`src/rtl/rvvi_obi_tap_if.sv`:
```
// OBI instruction and data port signals as seen between core and memory.
// The tap observes every signal through the monitor modport.
interface rvvi_obi_tap_if;
  logic        instr_req_i;
  logic        instr_gnt_i;
  logic [31:0] instr_addr_i;
  logic        instr_rvalid_i;
  logic [31:0] instr_rdata_i;
  logic        data_req_i;
  logic        data_gnt_i;
  logic        data_we_i;
  logic [3:0]  data_be_i;
  logic [31:0] data_addr_i;
  logic [31:0] data_wdata_i;
  logic        data_rvalid_i;
  logic [31:0] data_rdata_i;

  modport master (
    output instr_req_i, instr_addr_i,
    output data_req_i, data_we_i, data_be_i, data_addr_i, data_wdata_i,
    input  instr_gnt_i, instr_rvalid_i, instr_rdata_i,
    input  data_gnt_i, data_rvalid_i, data_rdata_i
  );

  modport slave (
    input  instr_req_i, instr_addr_i,
    input  data_req_i, data_we_i, data_be_i, data_addr_i, data_wdata_i,
    output instr_gnt_i, instr_rvalid_i, instr_rdata_i,
    output data_gnt_i, data_rvalid_i, data_rdata_i
  );

  modport monitor (
    input instr_req_i, instr_gnt_i, instr_addr_i, instr_rvalid_i, instr_rdata_i,
    input data_req_i, data_gnt_i, data_we_i, data_be_i, data_addr_i,
    input data_wdata_i, data_rvalid_i, data_rdata_i
  );
endinterface

```
`src/rtl/rvvi_obi_tap.sv`:
```
// Passive OBI snooper: pairs each rvalid with its granted request via
// per-port outstanding-request FIFOs and emits one-cycle RVVI strobes.
module rvvi_obi_tap #(
  parameter int unsigned DEPTH = 4
) (
  input  logic                 Clk,
  input  logic                 reset_n,
  rvvi_obi_tap_if.monitor      obi,
  output logic                 Ird,
  output logic [31:0]          IAddr,
  output logic [31:0]          IData,
  output logic [3:0]           Ibe,
  output logic [2:0]           ISize,
  output logic                 Drd,
  output logic                 Dwr,
  output logic [31:0]          DAddr,
  output logic [31:0]          DData,
  output logic [3:0]           Dbe,
  output logic [2:0]           DSize,
  output logic                 proto_err_o
);

  localparam int unsigned AW = $clog2(DEPTH);
  localparam logic [AW:0] PTR_ONE = (AW+1)'(1);

  typedef struct packed {
    logic [31:0] addr;
    logic        we;
    logic [3:0]  be;
    logic [31:0] wdata;
  } d_entry_t;

  logic [31:0] i_mem [DEPTH];
  d_entry_t    d_mem [DEPTH];

  logic [AW:0] i_wr, i_rd, d_wr, d_rd;

  logic i_empty, i_full, i_push_req, i_pop, i_push, i_ovf, i_unf;
  logic d_empty, d_full, d_push_req, d_pop, d_push, d_ovf, d_unf;
  logic [31:0] i_head;
  d_entry_t    d_head;
  logic [2:0]  d_size;
  logic        d_be_bad;
  logic        err_set;

  // FIFO status, push/pop qualification and error detection.
  // A grant while full is accepted only if a pop frees the head slot in the same cycle.
  always_comb begin
    i_empty    = (i_wr == i_rd);
    i_full     = (i_wr[AW] != i_rd[AW]) && (i_wr[AW-1:0] == i_rd[AW-1:0]);
    i_push_req = obi.instr_req_i & obi.instr_gnt_i;
    i_pop      = obi.instr_rvalid_i & ~i_empty;
    i_push     = i_push_req & (~i_full | i_pop);
    i_ovf      = i_push_req & i_full & ~i_pop;
    i_unf      = obi.instr_rvalid_i & i_empty;
    i_head     = i_mem[i_rd[AW-1:0]];

    d_empty    = (d_wr == d_rd);
    d_full     = (d_wr[AW] != d_rd[AW]) && (d_wr[AW-1:0] == d_rd[AW-1:0]);
    d_push_req = obi.data_req_i & obi.data_gnt_i;
    d_pop      = obi.data_rvalid_i & ~d_empty;
    d_push     = d_push_req & (~d_full | d_pop);
    d_ovf      = d_push_req & d_full & ~d_pop;
    d_unf      = obi.data_rvalid_i & d_empty;
    d_head     = d_mem[d_rd[AW-1:0]];
  end

  // Byte count from the popped entry's enables; non-contiguous or empty masks are errors.
  always_comb begin
    d_size   = '0;
    d_be_bad = 1'b0;
    unique case (d_head.be)
      4'b0001, 4'b0010, 4'b0100, 4'b1000: d_size = 3'd1;
      4'b0011, 4'b1100:                   d_size = 3'd2;
      4'b1111:                            d_size = 3'd4;
      default:                            d_be_bad = 1'b1;
    endcase
    err_set = i_ovf | i_unf | d_ovf | d_unf | (d_pop & d_be_bad);
  end

  // Outstanding-request storage; contents are don't-care until pointed to.
  always_ff @(posedge Clk) begin
    if (i_push) i_mem[i_wr[AW-1:0]] <= obi.instr_addr_i;
    if (d_push) d_mem[d_wr[AW-1:0]] <= '{addr:  obi.data_addr_i,
                                          we:    obi.data_we_i,
                                          be:    obi.data_be_i,
                                          wdata: obi.data_wdata_i};
  end

  // FIFO pointers; reset discards all in-flight entries.
  always_ff @(posedge Clk or negedge reset_n) begin
    if (!reset_n) begin
      i_wr <= '0;
      i_rd <= '0;
      d_wr <= '0;
      d_rd <= '0;
    end else begin
      if (i_push) i_wr <= i_wr + PTR_ONE;
      if (i_pop)  i_rd <= i_rd + PTR_ONE;
      if (d_push) d_wr <= d_wr + PTR_ONE;
      if (d_pop)  d_rd <= d_rd + PTR_ONE;
    end
  end

  // Registered RVVI strobes and payload; payload holds between strobes, error is sticky.
  always_ff @(posedge Clk or negedge reset_n) begin
    if (!reset_n) begin
      Ird         <= 1'b0;
      IAddr       <= '0;
      IData       <= '0;
      Ibe         <= '0;
      ISize       <= '0;
      Drd         <= 1'b0;
      Dwr         <= 1'b0;
      DAddr       <= '0;
      DData       <= '0;
      Dbe         <= '0;
      DSize       <= '0;
      proto_err_o <= 1'b0;
    end else begin
      Ird <= i_pop;
      Drd <= d_pop & ~d_head.we;
      Dwr <= d_pop & d_head.we;
      if (i_pop) begin
        IAddr <= i_head;
        IData <= obi.instr_rdata_i;
        Ibe   <= 4'hF;
        ISize <= 3'd4;
      end
      if (d_pop) begin
        DAddr <= d_head.addr;
        DData <= d_head.we ? d_head.wdata : obi.data_rdata_i;
        Dbe   <= d_head.be;
        DSize <= d_size;
      end
      if (err_set) proto_err_o <= 1'b1;
    end
  end

endmodule

```
`src/flat_wrapper.sv`:
```
// flat-port wrapper written by rule: the top's interface ports become plain ports
module rvvi_obi_tap_flat 
#(
  parameter int unsigned DEPTH = 4
)
  (Clk, reset_n, Ird, IAddr, IData, Ibe, ISize, Drd, Dwr, DAddr, DData, Dbe, DSize, proto_err_o, obi_instr_req_i, obi_instr_gnt_i, obi_instr_addr_i, obi_instr_rvalid_i, obi_instr_rdata_i, obi_data_req_i, obi_data_gnt_i, obi_data_we_i, obi_data_be_i, obi_data_addr_i, obi_data_wdata_i, obi_data_rvalid_i, obi_data_rdata_i);
  rvvi_obi_tap_if obi_i ();
  input  logic Clk;
  input  logic reset_n;
  output logic Ird;
  output logic [31:0] IAddr;
  output logic [31:0] IData;
  output logic [3:0] Ibe;
  output logic [2:0] ISize;
  output logic Drd;
  output logic Dwr;
  output logic [31:0] DAddr;
  output logic [31:0] DData;
  output logic [3:0] Dbe;
  output logic [2:0] DSize;
  output logic proto_err_o;
  input wire logic [$bits(obi_i.instr_req_i)-1:0] obi_instr_req_i;
  input wire logic [$bits(obi_i.instr_gnt_i)-1:0] obi_instr_gnt_i;
  input wire logic [$bits(obi_i.instr_addr_i)-1:0] obi_instr_addr_i;
  input wire logic [$bits(obi_i.instr_rvalid_i)-1:0] obi_instr_rvalid_i;
  input wire logic [$bits(obi_i.instr_rdata_i)-1:0] obi_instr_rdata_i;
  input wire logic [$bits(obi_i.data_req_i)-1:0] obi_data_req_i;
  input wire logic [$bits(obi_i.data_gnt_i)-1:0] obi_data_gnt_i;
  input wire logic [$bits(obi_i.data_we_i)-1:0] obi_data_we_i;
  input wire logic [$bits(obi_i.data_be_i)-1:0] obi_data_be_i;
  input wire logic [$bits(obi_i.data_addr_i)-1:0] obi_data_addr_i;
  input wire logic [$bits(obi_i.data_wdata_i)-1:0] obi_data_wdata_i;
  input wire logic [$bits(obi_i.data_rvalid_i)-1:0] obi_data_rvalid_i;
  input wire logic [$bits(obi_i.data_rdata_i)-1:0] obi_data_rdata_i;
  assign obi_i.instr_req_i = obi_instr_req_i;
  assign obi_i.instr_gnt_i = obi_instr_gnt_i;
  assign obi_i.instr_addr_i = obi_instr_addr_i;
  assign obi_i.instr_rvalid_i = obi_instr_rvalid_i;
  assign obi_i.instr_rdata_i = obi_instr_rdata_i;
  assign obi_i.data_req_i = obi_data_req_i;
  assign obi_i.data_gnt_i = obi_data_gnt_i;
  assign obi_i.data_we_i = obi_data_we_i;
  assign obi_i.data_be_i = obi_data_be_i;
  assign obi_i.data_addr_i = obi_data_addr_i;
  assign obi_i.data_wdata_i = obi_data_wdata_i;
  assign obi_i.data_rvalid_i = obi_data_rvalid_i;
  assign obi_i.data_rdata_i = obi_data_rdata_i;
  rvvi_obi_tap #(.DEPTH(DEPTH)) u_core (.Clk(Clk), .reset_n(reset_n), .obi(obi_i), .Ird(Ird), .IAddr(IAddr), .IData(IData), .Ibe(Ibe), .ISize(ISize), .Drd(Drd), .Dwr(Dwr), .DAddr(DAddr), .DData(DData), .Dbe(Dbe), .DSize(DSize), .proto_err_o(proto_err_o));
endmodule
```
`config.mk`:
```
export PLATFORM = sky130hd
export DESIGN_NAME = rvvi_obi_tap_flat
export DESIGN_NICKNAME = d
export VERILOG_FILES = /design/src/rtl/rvvi_obi_tap_if.sv /design/src/rtl/rvvi_obi_tap.sv /design/src/flat_wrapper.sv
export SDC_FILE = /design/constraint.sdc
export NUM_CORES = 1
export LEC_CHECK = 0
export CAP_MARGIN = 20
export CELL_PAD_IN_SITES_DETAIL_PLACEMENT = 1
export CELL_PAD_IN_SITES_GLOBAL_PLACEMENT = 2
export CORE_AREA = 2 2 292 179
export CTS_BUF_LIST = sky130_fd_sc_hd__clkbuf_4 sky130_fd_sc_hd__clkbuf_8
export CTS_CLUSTER_SIZE = 40
export DETAILED_ROUTE_END_ITERATION = 12
export DIE_AREA = 0 0 294 181
export PLACE_DENSITY = 0.9
export SETUP_SLACK_MARGIN = 0.15
export SYNTH_ARGS = -nofsm -noshare
export SYNTH_HDL_FRONTEND = slang
export SYNTH_SLANG_ARGS = --single-unit
```
`constraint.sdc`:
```
create_clock -name Clk -period 4.2 [get_ports Clk]
set_input_delay 0.84 -clock Clk [delete_from_list [all_inputs] [get_ports Clk]]
set_output_delay 0.84 -clock Clk [all_outputs]
set_load 0.01 [all_outputs]
```
== Yosys cells after proc, flatten, opt, wreduce, memory -nomap -nowiden ==
Memory sizes are Yosys's and may differ from the RTL's. A register that Yosys moved wholly into a read port is not among the register bits.
Index checks and enable logic that the tools add are counted.

* Add/sub/neg operators: 4
* Equality and inequality tests: 13
* Multiplexer cells: 7
* Bitwise logic cells: 28
* Reductions and logical operators: 6

{| class="wikitable"
|+ Operators with widths
! kind !! count
|-
| two-way mux 32 bit || 1
|-
| bitwise AND 1 bit || 15
|-
| adder 3 x 1 -> 3 bit, second input constant || 4
|-
| equality test 4 bit, second input constant || 3
|-
| case mux 3 bit (3 select lines) || 1
|-
| equality test 4 x 2 -> 1 bit, second input constant || 2
|-
| inverter 1 bit || 7
|-
| OR reduction 7 bit || 1
|-
| equality test 3 bit || 2
|-
| OR 1 bit || 6
|-
| two-way mux 1 bit || 5
|-
| equality test 2 bit || 2
|-
| equality test 4 x 1 -> 1 bit, second input constant || 1
|-
| equality test 4 x 3 -> 1 bit, second input constant || 1
|-
| OR reduction 4 bit || 1
|-
| logical AND 1 bit || 2
|-
| != test 1 bit || 2
|-
| OR reduction 2 bit || 1
|-
| logical NOT 1 bit || 1
|}

* Bits in registers: 121
* RAM bits: 404
* Input bits: 173
* Output and inout bits: 146
* Memories kept: 2

{| class="wikitable"
|+ Memories
! memory !! depth !! bits a word !! read ports !! clocked after Yosys merged registers in !! wr ports !! line !! RTL
|-
| u_core.d_mem || 4 || 69 || 1 || 0 || 1 || rvvi_obi_tap.sv:34 || <nowiki>d_entry_t d_mem [DEPTH];</nowiki>
|-
| u_core.i_mem || 4 || 32 || 1 || 1 || 1 || rvvi_obi_tap.sv:33 || <nowiki>logic [31:0] i_mem [DEPTH];</nowiki>
|}

== Logic depth before layout (Yosys ltp) ==
* Depth in word-level cells: 9
* Mapped depth: 7
* Gate-level depth less buffers: 5

== Worst setup path after synthesis ==
No wires, ideal clock.

* Kind: input -> register
* Start point: input obi_data_req_i
* End point: memory u_core.d_mem[3][0] in the netlist's numbering (enable)
* Data arrival time: 2.964 ns
* Setup slack: 0.800 ns
* Cell stages on the path: 3
* Path through: nand2_1 a41oi_1 and2_1

* Longest elaborated chain between the ends: 4

{| class="wikitable"
|+ RTL lines
! element !! line !! RTL
|-
| start: declaration || flat_wrapper.sv:27 || <nowiki>input wire logic [$bits(obi_i.data_req_i)-1:0] obi_data_req_i;</nowiki>
|-
| bitwise AND 1 bit || rvvi_obi_tap.sv:60 || <nowiki>d_push_req = obi.data_req_i & obi.data_gnt_i;</nowiki>
|-
| bitwise AND 1 bit || rvvi_obi_tap.sv:62 || <nowiki>d_push = d_push_req & (~d_full | d_pop);</nowiki>
|-
| two-way mux 1 bit || rvvi_obi_tap.sv:84 || <nowiki>if (d_push) d_mem[d_wr[AW-1:0]] <= '{addr: obi.data_addr_i,</nowiki>
|-
| two-way mux 1 bit (implied by the code) || rvvi_obi_tap.sv:84 ||
|-
| end: declaration || rvvi_obi_tap.sv:34 ||
|}

Every way passes these cells.

== Worst setup path in the final report ==
* Start point: register u_core.d_rd[0]
* End point: register u_core.DAddr[24]

* Longest elaborated chain between the ends: 3
* Elaborated cells between the ends (all ways): 4

{| class="wikitable"
|+ RTL lines
! element !! line !! RTL
|-
| start: declaration || rvvi_obi_tap.sv:36 || <nowiki>logic [AW:0] i_wr, i_rd, d_wr, d_rd;</nowiki>
|-
| start signal: assignment || rvvi_obi_tap.sv:101 || <nowiki>if (d_pop) d_rd <= d_rd + PTR_ONE;</nowiki>
|-
| equality test 3 bit || rvvi_obi_tap.sv:58 || <nowiki>d_empty = (d_wr == d_rd);</nowiki>
|-
| inverter 1 bit || rvvi_obi_tap.sv:61 || <nowiki>d_pop = obi.data_rvalid_i & ~d_empty;</nowiki>
|-
| bitwise AND 1 bit || rvvi_obi_tap.sv:61 ||
|-
| end signal: assignment || rvvi_obi_tap.sv:131 || <nowiki>DAddr <= d_head.addr;</nowiki>
|-
| end: declaration || rvvi_obi_tap.sv:16 || <nowiki>output logic [31:0] DAddr,</nowiki>
|}

Parallel ways exist; a longest one is shown, timed or not.
A chain may end at the register's enable or synchronous reset.

==> qor.txt <==
Row Count - 64
DR iter-0 viols - 593
Critical path data arrival time - 3.24 ns
Total CTS buffers - 83
Fmax - 366 MHz
Die Ht - 181 um
Post_cts resized - 0
Post-synth EDFFs - 404
Final HPWL DP - 31800 um
Die Wd - 294 um
Crit path required time - 4.71 ns
Initial antenna violation count - 7
Total power - 18500 uW
Final-stage net count - 1554
Critical path startpoint category - flip-flop
Aggregate global routing overflow - 0
Sequential share of the synthesized area - 75.8%
Largest stage delay, worst path - 0.88 ns
Ys async rst share - 27.3%
CTS sink cnt - 556
Worst-case clock skew - 0.0321 ns
Post-Syn Instances - 993
Run status - finished, final reports clean
DRC - 0
Post-synthesis cell type count - 39
Seq cells post-synth - 556
CTS tree - done
Maximum vdd ir drop - 0.000305 V
Worst slew pin tran - 0.815 ns
RSZ-0062 raised after global routing - no
Slowest CP cell - dfrtp_4
I/O Buffers - 316
Share of cells above drive strength 1 - 27.0%
P&R area growth vs syn - 27.7%
Synth Warn # - 0
Worst hold path class - primary input to asynchronous set/reset pin
Clock Tree Buf Depth - 3
Most common cell after layout, fill and taps aside - edfxtp_1
GP Congestion - 0.736
Clk_lat worst skew - 0.63 ns
Routed Antenna Nets - 0
Largest net degree at the start of global routing - 83
CP max FO - 40
WS Path Type - flip-flop to flip-flop
Total of max-cap violations - 0
Crit end category - flip-flop
Root Buffer - clkbuf_8
Worst-path cell chain - buf_4 > mux4_2 > mux2_2
Post-route setup slack - 1.47 ns
Core area - 50400 sq um
Initial core utilization - 41.7%
Core Util, Final - 53.3%
Mapped Avg Cell Area - 21.2 sq um
Non-Filler Instances - 2102
# IOs - 319
Initial DRT Pass Iterations - 4
Vias - 10681
Die area - 53200 sq um
Routed wire length - 49100 um
Max-slew violations - 0
Slew HR - 45.6%
Number of global-route vias before repair - 11992
Total GRT Usage - 18.7%
Per-cell routed wire length - 23.3 um
Primary FF master, synth - edfxtp_1
CTS Hold Bufs - 0
Leakage - 0.00958 uW
Mapped Area - 21000 sq um
Vias per inst - 5.08
Min cycle time layout - 2.73 ns
Setup Buffers After CTS - 0
PwrDens - 691 nW/um^2
Final setup vio count - 0
Commonest cells after routing, fill and taps aside - edfxtp_1 (404), clkdlybuf4s50_1 (315), dfrtp_1 (149)
Final Hold Fails - 0
Setup_tns - 0 ns
First-pass GRT wire length - 75000 um
Cells after DPL - 1945
Final period utilization - 65.1%
H-tree lvl count - 3
Pre-CTS worst setup slack - 1.20 ns
CTS clk-pin slew, worst paths - 0.07 ns
## final cells by class
cell class | instances | area [sq um]
Clock buffer | 127 | 1530
Multi-Input combinational cell | 377 | 4750
Fill cell | 4501 | 23500
Clock inverter | 25 | 235
Tap cell | 660 | 826
Inverter | 8 | 31.3
Timing Repair Buffer | 345 | 3510
Antenna cell | 4 | 10.0
Sequential cell | 556 | 15900
## routing by layer
| metal | share of wire (%) | up-vias | global-route usage, % |
|---|---|---|---|
| li1 | - | 4693 | - |
| met1 | 43 | 5642 | 25.2 |
| met2 | 50 | 260 | 30.7 |
| met3 | 4.7 | 80 | 4.37 |
| met4 | 1.8 | 6 | 5.12 |
| met5 | 0.088 | - | 0 |
## worst paths after layout
path | start | end | slack [ns] | cells past startpoint
worst max-delay path | u_core.d_rd[0] | u_core.DAddr[24] | 1.47 | 3
worst min-delay path | reset_n | u_core.IData[16] | 0.22 | 1
worst max register to register | u_core.d_rd[0] | u_core.DAddr[24] | 1.47 | 3
worst min register to register | u_core.DData[31] | u_core.DData[31] | 0.48 | 2
max in group asynchronous | reset_n | u_core.IData[5] | 2.94 | 2
min in group Clk | u_core.DData[31] | u_core.DData[31] | 0.48 | 2
## registers in the layout (all words and copies together), names as in the netlist
name                cells
u_core.i_rd             3
u_core.Dbe              4
u_core.DAddr           32
u_core.IData           32
u_core.i_wr             3
u_core.DData           32
u_core.d_rd             3
u_core.proto_err_o      1
u_core.Drd              1
u_core.d_mem          276
u_core.Ibe              1
u_core.i_mem          128
u_core.d_wr             3
u_core.Dwr              1
u_core.DSize            3
u_core.IAddr           32
u_core.Ird              1
## metrics by stage
step           hold WS, ns  area, sq um
5_1_grt              0.214        26800
3_5_place_dp         0.474        25000
4_1_cts              0.194        26800
3_3_place_gp         0.460        25000
2_1_floorplan        0.460        21000
6_report             0.218        26800
## cells by family after synthesis
group                      after synthesis  share of synthesized area, %
AOI/OAI and AO/OA                       49                          1.37
xor gates and xnor gates                18                         0.750
adders and majority gates               10                         0.595
buffers and inverters                   61                          1.66
DFF                                    556                          75.8
muxes                                  236                          18.4
other                                    1                        0.0178
and+or+nand+nor                         62                          1.39
## synthesized netlist by cell type, types with 2 or more instances
master | n | area share (%)
dfrtp_1 | 152 | 18
o21ai_0 | 37 | 0.88
nand4_1 | 2 | 0.060
mux2_4 | 29 | 2.1
xor2_1 | 11 | 0.46
mux2i_1 | 33 | 1.6
inv_1 | 7 | 0.13
xnor2_1 | 7 | 0.29
nor2b_1 | 2 | 0.060
buf_4 | 15 | 0.54
nand2_1 | 38 | 0.68
buf_6 | 5 | 0.27
mux2_2 | 73 | 3.9
ha_1 | 10 | 0.60
nor2_1 | 4 | 0.071
mux4_2 | 101 | 11
buf_2 | 21 | 0.50
and2_1 | 10 | 0.30
o31ai_2 | 2 | 0.12
edfxtp_1 | 404 | 58
clkbuf_1 | 12 | 0.21
## report_power, final
part	internal, uW	switching (uW)
Clock	2580	2060
Sequential	7130	734
Combinational	3380	2660
## worst max-delay path, delay by kind of cell (launching register included)
kind	cells	cell delay [ns]
buffers and inverters	1	0.75
muxes	2	0.93
DFF	1	0.88
(Power assumes the default switching activity.)
